### config.mk
export PLATFORM = sky130hd
export DESIGN_NAME = loop_sequencer
export DESIGN_NICKNAME = d
export VERILOG_FILES = /design/src/rtl/lp_pkg.sv /design/src/rtl/lp_sat_cnt.sv /design/src/rtl/loop_sequencer.sv
export SDC_FILE = /design/constraint.sdc
export NUM_CORES = 1
export LEC_CHECK = 0
export ABC_AREA = 1
export BUFFER_PORTS_ARGS = -buffer_cell sky130_fd_sc_hd__buf_2
export CORE_AREA = 3 3 40 42
export CTS_BUF_LIST = sky130_fd_sc_hd__clkbuf_8
export DETAILED_ROUTE_END_ITERATION = 8
export DIE_AREA = 0 0 43 45
export HOLD_SLACK_MARGIN = 0.1
export SLEW_MARGIN = 20
export SYNTH_ARGS = -nofsm -noshare
export SYNTH_HDL_FRONTEND = slang
export SYNTH_HIERARCHICAL = 1
export SYNTH_SLANG_ARGS = --single-unit
### constraint.sdc
create_clock -name i_clk -period 0.95 [get_ports i_clk]
set_clock_uncertainty 0.1 [all_clocks]
set_input_delay 0.19 -clock i_clk [delete_from_list [all_inputs] [get_ports i_clk]]
set_output_delay 0.19 -clock i_clk [all_outputs]
set_load 0.01 [all_outputs]
### src/rtl/lp_pkg.sv
// Shared types for the loop sequencer and its attached LoopCounter.
package lp_pkg;

    // Control bundle consumed by LoopCounter; bit order {dval, inc, reset}.
    typedef struct packed {
        logic dval;
        logic inc;
        logic reset;
    } LpCtl;

    typedef enum logic [1:0] {IDLE, INIT, RUN, DONE} LpSeqState;

    localparam LpCtl LpCtlNone  = '{dval: 1'b0, inc: 1'b0, reset: 1'b0};
    localparam LpCtl LpCtlReset = '{dval: 1'b1, inc: 1'b0, reset: 1'b1};
    localparam LpCtl LpCtlStep  = '{dval: 1'b1, inc: 1'b1, reset: 1'b0};

endpackage

### src/rtl/lp_sat_cnt.sv
// Saturating up-counter with synchronous clear; clear has priority over enable.
module lp_sat_cnt #(
    parameter int unsigned Width = 16
) (
    input  logic             i_clk,
    input  logic             i_rst,
    input  logic             i_clr,
    input  logic             i_en,
    output logic [Width-1:0] o_cnt
);

    logic [Width-1:0] cntQ, cntD;

    always_comb begin
        cntD = cntQ;
        if (i_clr) begin
            cntD = '0;
        end else if (i_en && !(&cntQ)) begin
            cntD = cntQ + 1'b1;
        end
    end

    always_ff @(posedge i_clk or posedge i_rst) begin
        if (i_rst) begin
            cntQ <= '0;
        end else begin
            cntQ <= cntD;
        end
    end

    assign o_cnt = cntQ;

endmodule

### src/rtl/loop_sequencer.sv
// Turns a start pulse into handshaken loop iterations driving an external LoopCounter.
// Optional stall counter (o_stallCnt) is built when LPSEQ_STALL_CNT_EN is defined.
module loop_sequencer
    import lp_pkg::*;
#(
    parameter int unsigned NDepth  = 3,
    parameter int unsigned StallDW = 16
) (
    input  logic              i_clk,
    input  logic              i_rst,
    input  logic              i_start,
    input  logic              i_abort,
    input  logic [NDepth-1:0] i_loopEnd,
    output LpCtl              o_ctl,
    output logic              o_val,
    input  logic              i_rdy,
    output logic [NDepth-1:0] o_end,
    output logic              o_last,
    output logic              o_busy,
    output logic              o_done
`ifdef LPSEQ_STALL_CNT_EN
    ,
    output logic [StallDW-1:0] o_stallCnt
`endif
);

    if (NDepth < 1 || StallDW < 1) begin : gParamCheck
        $error("loop_sequencer: NDepth and StallDW must be at least 1");
    end

    LpSeqState stateQ, stateD;
    logic      allEnd;
    logic      inRun;

    assign allEnd = &i_loopEnd;
    assign inRun  = (stateQ == RUN);

    always_comb begin
        stateD = stateQ;
        o_ctl  = LpCtlNone;
        o_done = 1'b0;
        unique case (stateQ)
            IDLE: begin
                // Abort wins over a simultaneous start.
                if (i_start && !i_abort) begin
                    stateD = INIT;
                end
            end
            INIT: begin
                o_ctl  = LpCtlReset;
                stateD = i_abort ? IDLE : RUN;
            end
            RUN: begin
                if (i_abort) begin
                    o_ctl  = LpCtlReset;
                    stateD = IDLE;
                end else if (i_rdy) begin
                    // Counter steps on this edge; it wraps itself to all-1 after the last one.
                    o_ctl = LpCtlStep;
                    if (allEnd) begin
                        stateD = DONE;
                    end
                end
            end
            DONE: begin
                if (i_abort) begin
                    o_ctl = LpCtlReset;
                end else begin
                    o_done = 1'b1;
                end
                stateD = IDLE;
            end
            default: stateD = IDLE;
        endcase
    end

    always_ff @(posedge i_clk or posedge i_rst) begin
        if (i_rst) begin
            stateQ <= IDLE;
        end else begin
            stateQ <= stateD;
        end
    end

    assign o_val  = inRun && !i_abort;
    assign o_busy = (stateQ != IDLE);
    assign o_end  = o_val ? i_loopEnd : '0;
    assign o_last = o_val && allEnd;

`ifdef LPSEQ_STALL_CNT_EN
    lp_sat_cnt #(
        .Width (StallDW)
    ) uStallCnt (
        .i_clk (i_clk),
        .i_rst (i_rst),
        .i_clr (stateQ == INIT),
        .i_en  (o_val && !i_rdy),
        .o_cnt (o_stallCnt)
    );
`endif

endmodule

==> results.cfg, run 1 <==
[status]
outcome = finished with violations
violations = setup timing

[power]
leakage_uw = 0.000245
powerDensity_nw_per_um2 = 1460
peakVddDrop_uv = 554

[grt]
grt_pass1_vias = 261
grt-ovfl-total = 0
track_usage_pct = 7.25
grt_max_degree = 7
antenna_found_initial = 0
grt_first_pass_wirelength_um = 979

[clock_tree]
cts_buffers = 3
root_buffer = clkbuf_8
cts_sinks = 2
cts_max_level = 1
clock_latency_ns = 0.21
cts_buffer_depth = 2
clkTransAtPathRegs_ns = 0.03
tritoncts = yes

[yosys]
synth_edf_count = 0
yosys-top-cells-count = nor2_1, inv_1, nand2_1
yosys_most_used_dff = dfrtp_1
syn_inst = 34
syn_nets = 42
ys_seq_area_share_pct = 26.7
synth_area_per_cell_um2 = 5.52
synth_warnings = 6
yosysTopAreaCellShare_pct = 26.7
synth_area_um2 = 188
async_reset_ff_share_pct = 100
synth-seq-cells = 2
ys_types = 10
yosys.area.top_type = dfrtp_1
yosysMostFrequentCell = nor2_1
synthTopCellsByArea = dfrtp_1, nor2_1, inv_1

[layout]
diodes = 0
syn_to_final_growth_pct = 123
final_cells = 74
largest_register_ffs = 2
stdcell_area_um2 = 418
nets = 69
nFillCells = 150
drive_gt1_share_pct = 66.1
top_regs = stateQ x2
top_register = stateQ

[worst_setup_path]
start_kind = register
critical_path.top_delay_family = flip-flops
crit_start = stateQ[1]
worstPathCellList = nor2_2 -> o22ai_2 -> buf_2
crit_slowest_cell = dfrtp_2
reg2reg_depth = 5
worstPathMaxFanout = 6
slowest_delay_ns = 0.45
worstSetupPathType = register to primary output
cp-endpoint = o_ctl[2]
r2r_setup_slack_ns = -0.16
worst_ep_arrival_time_ns = 1.07
worstSetupEndpointType = primary output
path_buf_inv = 1
r2r_start = stateQ[0]
cp_num_cells = 3
crit_required_ns = 0.66
worstReg2RegEnd = stateQ[0]

[sta]
hold_viol = 0
rsz0062_at_grt = yes
maxSlewViolCount = 0
period_share_pct = 143
clock.fmax_mhz = 734
tightest_slew_ns = 0.169
min_period_ns = 1.36
hold_ws_ns = 0.137
setup_viol = 12
setup_ws_ns = -0.412
finalSetupTns_ns = -3.92
relSlewSlack_pct = 88.8

[placement]
post-place-ws_ns = -0.251
post-dp-hpwl_um = 491
placed_area_um2 = 325
place_congestion = 0.621
dp.cells = 69
port_buffers = 17

[route]
met1_length_um = 245
highest_layer = met4
via_per_inst = 3.93
initialDrtViolationCount = 3
wl_um = 638
via_count = 291
met3WireLength_um = 55
wl_met2_um = 326
first_pass_iters = 3
drc_errors = 0
final_antenna_net_count = 0
post_drt_wl_per_cell_um = 8.62

[floorplanning]
die_h_um = 45
io_pins = 18
start_util_pct = 14.6
die_x_um = 43
rows = 13
core-area_um2 = 1280
die-area_um2 = 1940

[run]
drv_cap = 0

[worst_hold_path]
min_path_type = input port to register
hp-start = i_start
-- final cells by class --
class	count	area, µm²	area share [%]
Inverter	10	37.5	8.98
Clock buffer	3	41.3	9.88
Timing Repair Buffer	22	131	31.4
Multi-Input combinational cell	22	138	32.9
Sequential cell	2	51.3	12.3
Tap cell	15	18.8	4.49
-- repair_timing --
action	in CTS	in global routing
buffers inserted	0	1
hold buffers	1	0
endpoints found under the hold margin	2	0
setup endpoints to repair	12	12
pin swaps	0	1
resized for setup	8	5
cloned	0	0
-- stage by stage --
stage	util (%)	power [µW]
2_1_floorplan	-	177
3_3_place_gp	25.3	247
3_5_place_dp	25.3	250
4_1_cts	31.1	610
5_1_grt	32.5	646
6_report	32.5	610
-- worst min path at each step --
| stage | end | slack [ns] | cells after the start |
|---|---|---|---|
| floorplan | stateQ[0] | -0.17 | 1 |
| global placement | stateQ[1] | -0.05 | 2 |
| CTS | stateQ[0] | 0.20 | 3 |
| finish | stateQ[0] | 0.14 | 3 |
| detailed placement | stateQ[0] | -0.05 | 2 |
| global route | stateQ[0] | 0.21 | 3 |
-- worst min-delay path, stage by stage --
cell     delay (ns)
buf_2          0.09
o21ai_2        0.05
nor2_1         0.08
-- where the power goes --
group / switching [µW] / internal [µW] / total [µW]
registers: 14.1 / 94.6 / 109
clock network: 64.3 / 268 / 332
logic: 87.6 / 81.4 / 169
total: 166 / 444 / 610
-- cell usage in the layout, fill, tap and decap left out --
| master | synthesis | layout |
|---|---|---|
| nor3_2 | 1 | 2 |
| o21ai_2 | 0 | 1 |
| inv_1 | 9 | 7 |
| dfrtp_1 | 2 | 1 |
| buf_2 | 0 | 16 |
| nor2_1 | 12 | 7 |
| nor2_2 | 0 | 5 |
| inv_2 | 1 | 3 |
| dlygate4sd3_1 | 0 | 1 |
| nand2_1 | 5 | 4 |
| buf_6 | 0 | 1 |
| o22ai_2 | 0 | 1 |
| clkbuf_8 | 0 | 3 |
| nand2_2 | 0 | 1 |
| dfrtp_2 | 0 | 1 |
| nand3_4 | 0 | 1 |
| buf_4 | 0 | 4 |
-- per-layer routing --
| layer | global-route usage [%] | up-vias |
|---|---|---|
| met1 | 7.25 | 126 |
| met4 | 7.23 | 0 |
| met5 | 0 | - |
| met3 | 2.79 | 2 |
| met2 | 11.4 | 12 |
| li1 | - | 151 |
-- cells by family (layout without fill, tap and decap cells) --
kind of cell | Yosys count | count (layout) | share of synthesized area (%)
AOI/OAI and AO/OA | 2 | 2 | 6.00
buffers and inverters | 10 | 35 | 20.0
and+or+nand+nor | 20 | 20 | 47.3
DFF | 2 | 2 | 26.7
No activity file was read; power rests on OpenSTA's default activity.
==> run 2: changes to the inputs <==
--- a/config.mk
+++ b/config.mk
@@ -7,10 +7,10 @@
 export LEC_CHECK = 0
 export ABC_AREA = 1
 export BUFFER_PORTS_ARGS = -buffer_cell sky130_fd_sc_hd__buf_2
-export CORE_AREA = 3 3 40 42
+export CORE_AREA = 2 2 39 41
 export CTS_BUF_LIST = sky130_fd_sc_hd__clkbuf_8
 export DETAILED_ROUTE_END_ITERATION = 8
-export DIE_AREA = 0 0 43 45
+export DIE_AREA = 0 0 41 43
 export HOLD_SLACK_MARGIN = 0.1
 export SLEW_MARGIN = 20
 export SYNTH_ARGS = -nofsm -noshare
==> results.cfg, run 2 (same netlist as run 1, synthesis figures left out) <==
[grt]
grt_pass1_vias = 269
grt-ovfl-total = 0
antenna_found_initial = 0
grt_max_degree = 7
track_usage_pct = 8.53
grt_first_pass_wirelength_um = 986

[layout]
final_common_cell = buf_2
top_register = stateQ
top_regs = stateQ x2
nFillCells = 161
seq_area_um2 = 51.3
drive_gt1_share_pct = 56.9
final_cell_mix = buf_2, nor2_1, inv_1
syn_to_final_growth_pct = 112
largest_register_ffs = 2
nets = 68
multi_input_area_um2 = 124
final_cells = 74
diodes = 0

[sta]
period_share_pct = 143
tightest_slew_ns = 0.179
finalSetupTns_ns = -3.69
clock.fmax_mhz = 737
hold_viol = 0
maxSlewViolCount = 0
rsz0062_at_grt = yes
setup_viol = 12
min_period_ns = 1.36
setup_ws_ns = -0.406
relSlewSlack_pct = 88.0

[route]
drc_errors = 0
initialDrtViolationCount = 2
post_drt_wl_per_cell_um = 8.05
via_per_inst = 3.81
first_pass_iters = 2
wl_um = 596
via_count = 282
final_antenna_net_count = 0

[clock_tree]
cts_max_level = 1
tritoncts = yes
root_buffer = clkbuf_8
clock_latency_ns = 0.21
cts_buffers = 3
cts_setup_buffers = 0
cts_sinks = 2
clkTransAtPathRegs_ns = 0.03
cts_buffer_depth = 2

[worst_setup_path]
worstPathCellList = nor2_2 -> o22ai_2 -> buf_2
crit_required_ns = 0.66
start_kind = register
slowest_delay_ns = 0.44
worstSetupPathType = register to primary output
worstPathMaxFanout = 6
worst_ep_arrival_time_ns = 1.07
path_buf_inv = 1
critical_path.top_delay_family = flip-flops
worstSetupEndpointType = primary output
crit_slowest_cell = dfrtp_2

[placement]
place_congestion = 0.671
dp.cells = 70
post-place-ws_ns = -0.267
post-dp-hpwl_um = 499
port_buffers = 17

[floorplanning]
die_h_um = 43
io_pins = 18
core-area_um2 = 1380
rows = 14
die-area_um2 = 1760
start_util_pct = 13.6
die_x_um = 41

[status]
outcome = finished with violations
violations = setup timing

[power]
power_uw = 595
powerDensity_nw_per_um2 = 1500
peakVddDrop_uv = 510
leakage_uw = 0.000241

[worst_hold_path]
min_path_type = input port to register

[run]
drv_cap = 0
==> run 2: cell type report <==
cell class | count | area share (%)
Sequential cell | 2 | 12.9
Multi-Input combinational cell | 22 | 31.1
Timing Repair Buffer | 21 | 31.1
Clock buffer | 3 | 10.4
Tap cell | 16 | 5.03
Inverter | 10 | 9.43
==> run 2: final timing paths <==
path / startpoint / endpoint / slack (ns) / cells past startpoint
worst max-delay path: stateQ[1] / o_ctl[2] / -0.41 / 3
worst min-delay path: i_start / stateQ[0] / 0.14 / 3
worst max register to register: stateQ[1] / stateQ[1] / -0.06 / 3
worst min register to register: stateQ[1] / stateQ[1] / 0.54 / 3
max in group asynchronous: i_rst / stateQ[1] / 0.35 / 3
min in group asynchronous: i_rst / stateQ[1] / 0.28 / 3
==> run 2: metal layers <==
metal / vias to the layer above / global-route usage (%) / routed length, µm
li1: 147 / - / -
met3: 3 / 3.66 / 61
met4: 0 / 6.00 / 21
met2: 14 / 12.8 / 296
met5: - / 0 / 0
met1: 118 / 8.97 / 217
==> run 2: tightest hold or removal path, cell delays in order <==
cell and delay [ns]:
buf_2 0.08, o21ai_0 0.07, nor2_1 0.08
==> run 2: through the flow <==
step / cell area [µm²] / utilization, % / hold WS, ns
2_1_floorplan: 199 / - / -0.169
3_3_place_gp: 327 / 23.6 / -0.0523
3_5_place_dp: 327 / 23.6 / -0.0500
4_1_cts: 395 / 28.6 / 0.151
5_1_grt: 398 / 28.8 / 0.187
6_report: 398 / 28.8 / 0.145
==> run 2: timing repair <==
| item | in CTS | in global routing |
|---|---|---|
| endpoints found under the hold margin | 2 | 0 |
| pin swaps | 2 | 0 |
| resized for setup | 6 | 1 |
| hold buffers | 1 | 0 |
| endpoints found under the setup margin | 12 | 12 |
==> run 2: report_power, final <==
part | switching [µW] | total, µW | internal, µW
Sequential | 12.6 | 107 | 94.6
Clock | 63.7 | 331 | 268
Combinational | 81.5 | 156 | 74.9
